==> src/rtl/coin_ctrl_pkg.sv <==
// Shared types and constants for the coin/player-control input conditioner.
// Latency: n/a (declarations only).
// Backpressure: n/a.
//
// Contents: coin FSM state enum, slot/input counts, count saturation value
// and a saturating adder used by the accepted-coin counter.
package coin_ctrl_pkg;

    typedef enum logic [1:0] {
        IDLE     = 2'd0,
        PULSE    = 2'd1,
        GAP      = 2'd2,
        WAIT_REL = 2'd3
    } coin_state_e;

    localparam int COIN_SLOTS  = 3;
    localparam int CTRL_INPUTS = 6;

    localparam logic [7:0] COUNT_SAT = 8'hFF;

    // The sum is formed 10 bits wide so that several coins landing on the
    // same edge near the top of the range still clamp instead of wrapping.
    function automatic logic [7:0] sat_add(input logic [7:0] cnt, input logic [1:0] inc);
        logic [9:0] sum;
        sum = {2'b00, cnt} + {8'h00, inc};
        return (sum > {2'b00, COUNT_SAT}) ? COUNT_SAT : sum[7:0];
    endfunction

endpackage

==> src/rtl/input_debounce.sv <==
// Two-flop synchronizer plus stable-level debouncer for one active-low switch.
// Latency: 2+DEB_COUNT clk6m cycles from a clean raw edge to the output edge.
// Backpressure: none; level in, level out, glitches < DEB_COUNT cycles are dropped.
//
// Ports:
//   clk6m    in   system clock
//   reset    in   synchronous, active-high
//   raw_n_i  in   raw switch level, asynchronous, active low
//   deb_n_o  out  debounced level, registered, reset value 1
module input_debounce
    import coin_ctrl_pkg::*;
#(
    parameter int DEB_COUNT = 30000
) (
    input  logic clk6m,
    input  logic reset,
    input  logic raw_n_i,
    output logic deb_n_o
);

    localparam int CW = $clog2(DEB_COUNT + 1);

    logic          sync1_q;
    logic          sync2_q;
    logic          deb_q;
    logic          deb_d;
    logic [CW-1:0] cnt_q;
    logic [CW-1:0] cnt_d;

    // Counter only runs while the synchronized level disagrees with the
    // accepted one; any agreement restarts the stability window.
    always_comb begin
        deb_d = deb_q;
        cnt_d = '0;
        if (sync2_q != deb_q) begin
            if (cnt_q == CW'(DEB_COUNT - 1)) begin
                deb_d = sync2_q;
                cnt_d = '0;
            end else begin
                cnt_d = cnt_q + 1'b1;
            end
        end
    end

    always_ff @(posedge clk6m) begin
        if (reset) begin
            sync1_q <= 1'b1;
            sync2_q <= 1'b1;
            deb_q   <= 1'b1;
            cnt_q   <= '0;
        end else begin
            sync1_q <= raw_n_i;
            sync2_q <= sync1_q;
            deb_q   <= deb_d;
            cnt_q   <= cnt_d;
        end
    end

    assign deb_n_o = deb_q;

endmodule

==> src/rtl/coin_ctrl_cond.sv <==
// Cabinet input conditioner: merges auto-test stimuli, debounces, shapes coin pulses.
// Latency: levels 2+DEB_COUNT cycles; coin pulse starts 3+DEB_COUNT cycles after insertion.
// Backpressure: none; coins arriving during a pulse or its gap are ignored.
//
// Ports:
//   clk6m                                    in   system clock, the only clock
//   reset                                    in   synchronous, active-high
//   coin_l_n, coin_r_n, coin_aux_n           in   raw coin switches, active low
//   start1_n, start2_n, fire_n               in   raw player switches, active low
//   auto_coin_n, auto_start_n, auto_throw_n  in   synchronous auto-test stimuli
//   coin_l_o_n, coin_r_o_n, coin_aux_o_n     out  shaped coin pulses, active low
//   start1_o_n, start2_o_n, fire_o_n         out  debounced levels, active low
//   coin_count                               out  saturating accepted-coin count
module coin_ctrl_cond
    import coin_ctrl_pkg::*;
#(
    parameter int DEB_COUNT  = 30000,
    parameter int COIN_PULSE = 600000,
    parameter int COIN_GAP   = 300000
) (
    input  logic       clk6m,
    input  logic       reset,
    input  logic       coin_l_n,
    input  logic       coin_r_n,
    input  logic       coin_aux_n,
    input  logic       start1_n,
    input  logic       start2_n,
    input  logic       fire_n,
    input  logic       auto_coin_n,
    input  logic       auto_start_n,
    input  logic       auto_throw_n,
    output logic       coin_l_o_n,
    output logic       coin_r_o_n,
    output logic       coin_aux_o_n,
    output logic       start1_o_n,
    output logic       start2_o_n,
    output logic       fire_o_n,
    output logic [7:0] coin_count
);

    localparam int TMAX = (COIN_PULSE > COIN_GAP) ? COIN_PULSE : COIN_GAP;
    localparam int TW   = $clog2(TMAX + 1);

    // Index map: 0..2 coin slots (l, r, aux), 3 start1, 4 start2, 5 fire.
    logic [CTRL_INPUTS-1:0] raw_n;
    logic [CTRL_INPUTS-1:0] deb_n;
    logic [COIN_SLOTS-1:0]  enter_pulse;
    logic [COIN_SLOTS-1:0]  coin_out_n;
    logic [1:0]             inc_num;
    logic [7:0]             count_q;
    logic [7:0]             count_d;

    // Auto-test stimuli are ANDed in ahead of the debouncer so they take
    // exactly the same path as a real switch press.
    assign raw_n[0] = coin_l_n & auto_coin_n;
    assign raw_n[1] = coin_r_n;
    assign raw_n[2] = coin_aux_n;
    assign raw_n[3] = start1_n & auto_start_n;
    assign raw_n[4] = start2_n;
    assign raw_n[5] = fire_n & auto_throw_n;

    for (genvar g = 0; g < CTRL_INPUTS; g++) begin : g_deb
        input_debounce #(
            .DEB_COUNT (DEB_COUNT)
        ) u_deb (
            .clk6m   (clk6m),
            .reset   (reset),
            .raw_n_i (raw_n[g]),
            .deb_n_o (deb_n[g])
        );
    end

    for (genvar s = 0; s < COIN_SLOTS; s++) begin : g_coin
        coin_state_e   state_q;
        logic [TW-1:0] timer_q;
        logic          out_q;

        assign enter_pulse[s] = (state_q == IDLE) && !deb_n[s];
        assign coin_out_n[s]  = out_q;

        // WAIT_REL is what turns a held switch into a single pulse: the slot
        // cannot rearm until the debounced level has gone high again.
        always_ff @(posedge clk6m) begin
            if (reset) begin
                state_q <= IDLE;
                timer_q <= '0;
                out_q   <= 1'b1;
            end else begin
                case (state_q)
                    IDLE: begin
                        if (!deb_n[s]) begin
                            state_q <= PULSE;
                            timer_q <= '0;
                            out_q   <= 1'b0;
                        end
                    end
                    PULSE: begin
                        if (timer_q == TW'(COIN_PULSE - 1)) begin
                            state_q <= GAP;
                            timer_q <= '0;
                            out_q   <= 1'b1;
                        end else begin
                            timer_q <= timer_q + 1'b1;
                        end
                    end
                    GAP: begin
                        if (timer_q == TW'(COIN_GAP - 1)) begin
                            state_q <= WAIT_REL;
                            timer_q <= '0;
                        end else begin
                            timer_q <= timer_q + 1'b1;
                        end
                    end
                    WAIT_REL: begin
                        if (deb_n[s]) begin
                            state_q <= IDLE;
                        end
                    end
                    default: begin
                        state_q <= IDLE;
                        timer_q <= '0;
                        out_q   <= 1'b1;
                    end
                endcase
            end
        end
    end

    always_comb begin
        inc_num = '0;
        for (int i = 0; i < COIN_SLOTS; i++) begin
            inc_num = inc_num + {1'b0, enter_pulse[i]};
        end
        count_d = sat_add(count_q, inc_num);
    end

    always_ff @(posedge clk6m) begin
        if (reset) begin
            count_q <= '0;
        end else begin
            count_q <= count_d;
        end
    end

    assign coin_l_o_n   = coin_out_n[0];
    assign coin_r_o_n   = coin_out_n[1];
    assign coin_aux_o_n = coin_out_n[2];
    assign start1_o_n   = deb_n[3];
    assign start2_o_n   = deb_n[4];
    assign fire_o_n     = deb_n[5];
    assign coin_count   = count_q;

endmodule

==> config.mk <==
export PLATFORM = sky130hd
export DESIGN_NAME = coin_ctrl_cond
export DESIGN_NICKNAME = d
export VERILOG_FILES = /design/src/rtl/coin_ctrl_pkg.sv /design/src/rtl/input_debounce.sv /design/src/rtl/coin_ctrl_cond.sv
export SDC_FILE = /design/constraint.sdc
export NUM_CORES = 1
export LEC_CHECK = 0
export CORE_AREA = 10 10 138 140
export DETAILED_ROUTE_END_ITERATION = 8
export DIE_AREA = 0 0 148 150
export GPL_TIMING_DRIVEN = 0
export PLACE_DENSITY = 0.74
export SETUP_SLACK_MARGIN = 0.1
export SYNTH_ARGS = -nofsm -noshare
export SYNTH_HDL_FRONTEND = slang
export SYNTH_HIERARCHICAL = 1
export SYNTH_SLANG_ARGS = --single-unit
==> constraint.sdc <==
create_clock -name clk6m -period 2.6 [get_ports clk6m]
set_clock_uncertainty 0.1 [all_clocks]
set_input_delay 0.52 -clock clk6m [delete_from_list [all_inputs] [get_ports clk6m]]
set_output_delay 0.52 -clock clk6m [all_outputs]
set_load 0.05 [all_outputs]
* Word-level counts from Yosys, hierarchy flattened
Cells that the tools add are included.
** Cells by class
- Shift-type cells :: 0
- Bitwise logic cells :: 9
- Muxes and demuxes :: 37
- Equal/unequal tests :: 39
- Divide/modulo/power cells :: 0
- $add $sub $neg :: 12
- Magnitude comparators :: 1
- Multiply operators :: 0
- Reductions and logical operators :: 36
** Operator list (count)
- two-way mux 20 bit :: 9
- one-hot mux 20 bit (3 select lines) :: 3
- adder 15 x 1 -> 15 bit, second input constant :: 6
- == test 15 bit, second input constant :: 6
- adder 20 x 1 -> 20 bit, second input constant :: 3
- == test 20 x 19 -> 1 bit, second input constant :: 3
- == test 20 bit, second input constant :: 3
- two-way mux 2 bit :: 12
- one-hot mux 2 bit (4 select lines) :: 3
- != test 2 bit, second input constant :: 9
- AND reduction 2 bit :: 9
- OR reduction 3 bit :: 6
- == test 2 bit, second input constant :: 6
- AND reduction 4 bit :: 3
- adder 8 x 2 -> 9 bit :: 1
- > comparator 9 x 8 -> 1 bit, second input constant :: 1
- AND reduction 3 bit :: 3
- nonzero test 3 bit :: 3
- two-way mux 8 bit :: 1
- == test 2 x 1 -> 1 bit, second input constant :: 3
- logical NOT 2 bit :: 3
- two-way mux 1 bit :: 6
- != test 1 bit :: 6
- != test 2 x 1 -> 1 bit, second input constant :: 3
- other kinds (8) :: 23
** Word-level totals
- Input bits :: 11
- Register bits :: 185
- Bits in read-only memories :: 0
- Logic and storage cells :: 168
- RAM bits :: 0
- Memories :: 0
- Latch bits :: 0
- Output and inout bits :: 14

* Depth between registers and ports, before layout
- Depth in word-level cells :: 7
- Depth in mapped cells :: 12
- Gate-level depth less buffers :: 12

* Modules after synthesis
Netlist, hierarchy kept.
** Modules (own cells, without submodules)
- coin_ctrl_cond :: cells each 501, instances 1, sequential area each 1541.5 sq um, area an instance 4184.0 sq um
- input_debounce at g_deb[0].u_deb ... :: cells each 84, instances 5, sequential area each 360.3 sq um, area an instance 760.7 sq um
- input_debounce at g_deb[5].u_deb :: cells each 83, instances 1, sequential area each 360.3 sq um, area an instance 780.7 sq um

* Worst setup path after synthesis
No wires, ideal clock.
- Path type :: register -> register
- Start :: reg count_q[0] (netlist: coin_count[0])
- End :: reg count_q[0] (netlist: coin_count[0])
- Required time :: 2.427 ns
- Slack :: -0.147 ns
- Stages on the path, launching flop included :: 11
- Library setup time :: 0.073 ns
- Arrival :: 2.574 ns
- Clock period less this slack :: 2.747 ns
- Buffers on the path :: 0
- Path through :: dfxtp_1 -> inv_1 -> fa_1 -> inv_1 -> ha_1 -> inv_1 -> fa_1 -> nor2_1 -> and2_1 -> nand4_1 -> a21oi_1
** On the way
- Word-level cells in the longest chain between the ends :: 3
** Ends and longest elaborated chain
- from (decl) :: line coin_ctrl_cond.sv:50 : logic [7:0] count_q;
- from (signal assigned) :: line coin_ctrl_cond.sv:141 : count_q <= count_d;
- adder 8 x 2 -> 9 bit (*) :: line coin_ctrl_pkg.sv:25 : sum = {2'b00, cnt} + {8'h00, inc};
- > comparator 9 x 8 -> 1 bit :: line coin_ctrl_pkg.sv:26 : return (sum > {2'b00, COUNT_SAT}) ? COUNT_SAT : sum[7:0];
- two-way mux 8 bit (*) :: line coin_ctrl_pkg.sv:26
Every way passes the cells marked *; elsewhere a longest branch is shown, timed or not.
A chain may end at the register's enable or synchronous reset.

* Worst setup path after layout
- Start :: reg g_coin[0].state_q[0]
- End :: reg count_q[1] (netlist: coin_count[1])
** On the way
- Word-level cells in the longest chain between the ends :: 7
** Ends and longest elaborated chain
- from (decl) :: line coin_ctrl_cond.sv:74 : coin_state_e state_q;
- from (signal assigned) :: line coin_ctrl_cond.sv:85 : state_q <= IDLE;
- from (signal assigned) :: line coin_ctrl_cond.sv:92 : state_q <= PULSE;
- from (signal assigned) :: line coin_ctrl_cond.sv:99 : state_q <= GAP;
- logical NOT 2 bit (*) :: line coin_ctrl_cond.sv:78 : assign enter_pulse[s] = (state_q == IDLE) && !deb_n[s];
- logical AND 1 bit (*) :: line coin_ctrl_cond.sv:78
- adder 1 x 1 -> 2 bit (*) :: line coin_ctrl_cond.sv:132 : inc_num = inc_num + {1'b0, enter_pulse[i]};
- adder 2 x 1 -> 2 bit (*) :: line coin_ctrl_cond.sv:132
- adder 8 x 2 -> 9 bit (*) :: line coin_ctrl_pkg.sv:25
- > comparator 9 x 8 -> 1 bit :: line coin_ctrl_pkg.sv:26
- two-way mux 8 bit (*) :: line coin_ctrl_pkg.sv:26
Marked as above.

==> flow_metrics.tcl <==
set metrics [dict create \
    outcome "finished, violations left" \
    violations "negative setup slack" \
    dp_hpwl_um 11400 \
    critPathMaxFanout 6 \
    drtPass1Iterations 5 \
    synth_area_per_cell_um2 8.73 \
    timing.final.crit_period_ns 2.61 \
    grt_overflow 0 \
    grt_pass1_vias 6459 \
    vdd_drop_max_uv 516 \
    fin_util_pct 62.3 \
    antenna_left 0 \
    dp.cells 1248 \
    antenna_found_initial 0 \
    ys.flop_type "dfxtp_1" \
    synthCells 1004 \
    fillCellCount 1451 \
    initial_core_util_pct 53.6 \
    grt_pass1_wl_um 29200 \
    start_kind "flop" \
    io_pins 25 \
    route.detailed.drc 0 \
    synthTopCellsByArea "dfxtp_1 (42%), xnor2_1 (7.6%), nor2_1 (7.3%), xor2_1 (4.6%), nand3_1 (4.1%)" \
    cp_top_family "adder cells" \
    synthTopCellsByCount "dfxtp_1 (185), nor2_1 (170), nand2_1 (85), xnor2_1 (76), nand3_1 (72)" \
    die_h_um 150 \
    fin_setup_tns_ns -0.0464 \
    routedWlPerCell_um 13.1 \
    gp_congestion 0.861 \
    synthArstFlopShare_pct 0 \
    placed_cell_area_um2 9310 \
    critPathBufInv 3 \
    fmax_mhz 382 \
    fin_cells 1298 \
    cts_tree "built" \
    syn_area_um2 8770 \
    via_per_inst 5.39 \
    port_buffers 24 \
    power_density_nw_per_um2 662 \
    synth_seq_cells 185 \
    antenna_cells 0 \
    hold_slack_ns 0.308 \
    hp-class "flop to flop" \
    drive_above_1_share_pct 12.2 \
    die-width_um 148 \
    worst_setup_path_end_kind "flop" \
    final_area_um2 10200 \
    ys_seq_area_share_pct 42.2 \
    num_rows 47 \
    cts_sinks 185 \
    crit_chain "inv_4 -> ha_4 -> nand2b_4 -> fa_1 -> inv_1 -> ha_2 -> inv_2 -> fa_2 -> nor2_4 -> and2_4 -> nand4_1 -> a21oi_1" \
    max-cap-violations 0 \
    first_iter_violations 315 \
    finalCritPeriodShare_pct 101 \
    path_class "flop to flop" \
    grt_max_degree 26 \
    finalWirelength_um 17100 \
    ctsHtreeMaxLevel 4 \
    setup_violations 4 \
    slew_headroom_pct 58.0 \
    cts.clk_slew.worst_paths_ns 0.07 \
    synth_edf_count 0 \
    nets 1104 \
    die_area_um2 22200 \
    cp_data_required_time_ns 2.86 \
    max_stage_delay_ns 0.44 \
    rsz0062_at_grt "yes" \
    clockRootBuffer "clkbuf_16" \
    area_delta_synth_final_pct 16.2 \
    yosys.area.top_type "dfxtp_1" \
    finalMaxSlewViolations 0 \
    holdBufCountCts 0 \
    mappedNetlistNets 1043 \
    ff_latch_area_um2 3720 \
    cts_buffers 17 \
    ctsLongestPathBuffers 2 \
    worst_slack_ns -0.0144 \
    yosysWarnings 6 \
    finalHoldViolations 0 \
    vias 6996 \
    synth.distinct_cells 65 \
    synth_most_common_cell "dfxtp_1" \
    synth_top_area_share_pct 42.2 \
    clock_latency_ns 0.43 \
    track_usage_pct 15.5 \
    tightest_slew_ns 0.631 \
    core-area_um2 16300 \
    cp_slowest_cell "fa_1" \
    arrival_ns 2.88 \
    p_leak_nw 3.40 \
    multiInputGateArea_um2 4880 \
]
sequential cells by signal, summed over array words and instances (netlist names):
signal,cells
coin_r_o_n,1
g_deb.u_deb/cnt_q,90
coin_l_o_n,1
g_deb.u_deb/deb_n_o,6
coin_count,8
g_deb.u_deb/sync1_q,6
g_coin.timer_q,60
g_coin.state_q,6
g_deb.u_deb/sync2_q,6
coin_aux_o_n,1
power breakdown:
part	total [mW]	internal, mW	switching [mW]
clock	2.78	1.71	1.07
sequential	2.94	2.89	0.0470
combinational	1.03	0.399	0.627
cell families (layout without fill, tap and decap cells):
kind of cell | after synthesis | count (layout) | synth area share [%]
simple gates | 531 | 531 | 31.3
xor+xnor | 122 | 122 | 12.2
mux | 4 | 4 | 0.457
flops | 185 | 185 | 42.2
buf+inv | 53 | 127 | 3.14
compound gates | 81 | 81 | 6.54
fa+ha+maj | 28 | 28 | 4.17
cells in the final DEF, fill, tap and decap left out, types with 5 or more instances in the layout:
master	netlist	final
a211o_1	7	7
a21oi_1	28	26
a31oi_1	11	11
and2_1	8	7
and3_1	18	18
buf_4	1	18
buf_6	8	9
clkbuf_1	6	7
clkbuf_16	0	17
clkbuf_8	1	5
clkdlybuf4s50_1	0	23
dfxtp_1	185	177
dfxtp_2	0	6
ha_1	26	23
inv_1	35	30
nand2_1	85	85
nand2_2	6	6
nand3_1	72	72
nand4_1	36	36
nor2_1	170	169
nor2b_1	6	6
nor3_1	25	25
nor4_1	30	29
nor4b_1	5	5
o21ai_0	7	6
or2_2	15	15
or3_1	5	5
or4_4	7	7
or4b_1	5	5
or4bb_1	6	6
xnor2_1	76	76
xor2_1	46	46
cell type report:
| type | instances | area share, % |
|---|---|---|
| buffer | 18 | 1.41 |
| clock buffer | 22 | 4.75 |
| clock inverter | 10 | 1.62 |
| inverter | 35 | 1.34 |
| multi-input combinational | 766 | 47.9 |
| sequential | 185 | 36.5 |
| tap | 220 | 2.70 |
| timing repair buffer | 42 | 3.73 |
worst reg2reg max path, stage by stage, from the launching register on:
cell and delay, ns:
dfxtp_4 0.36, inv_4 0.07, ha_4 0.14, nand2b_4 0.06
fa_1 0.44, inv_1 0.07, ha_2 0.19, inv_2 0.04
fa_2 0.35, nor2_4 0.10, and2_4 0.15, nand4_1 0.26
a21oi_1 0.22
stage by stage:
stage / setup WS, ns / power, mW
after detailed placement: -0.695 / 3.86
after floorplan: 0.117 / 3.65
after global routing: -0.131 / 7.05
final: -0.0144 / 6.75
after CTS: -0.0477 / 6.74
after global placement: -0.676 / 3.83
path summary, 6_finish.rpt:
path | start | to | slack (ns) | depth (start not counted)
max | g_coin[0].state_q[0] | coin_count[1] | -0.01 | 12
min | g_deb[3].u_deb/sync1_q | g_deb[3].u_deb/sync2_q | 0.31 | 1
max reg2reg | g_coin[0].state_q[0] | coin_count[1] | -0.01 | 12
min reg2reg | g_deb[3].u_deb/sync1_q | g_deb[3].u_deb/sync2_q | 0.31 | 1
metal layers:
| metal | global-route usage (%) | wire length [µm] | vias up | part of all wire, % |
|---|---|---|---|---|
| met5 | 0 | 0 | - | 0 |
| met4 | 4.66 | 208 | 0 | 1.2 |
| met3 | 4.89 | 651 | 16 | 3.8 |
| met2 | 25.4 | 8020 | 78 | 47 |
| met1 | 19.2 | 8180 | 3291 | 48 |
| li1 | - | - | 3611 | - |
what timing repair did:
action / 4_1_cts / 5_1_grt
setup endpoints to repair: 57 / 44
gates resized for setup: 14 / 11
setup buffers: 12 / 6
pin swaps: 10 / 15
(Power assumes the default switching activity.)
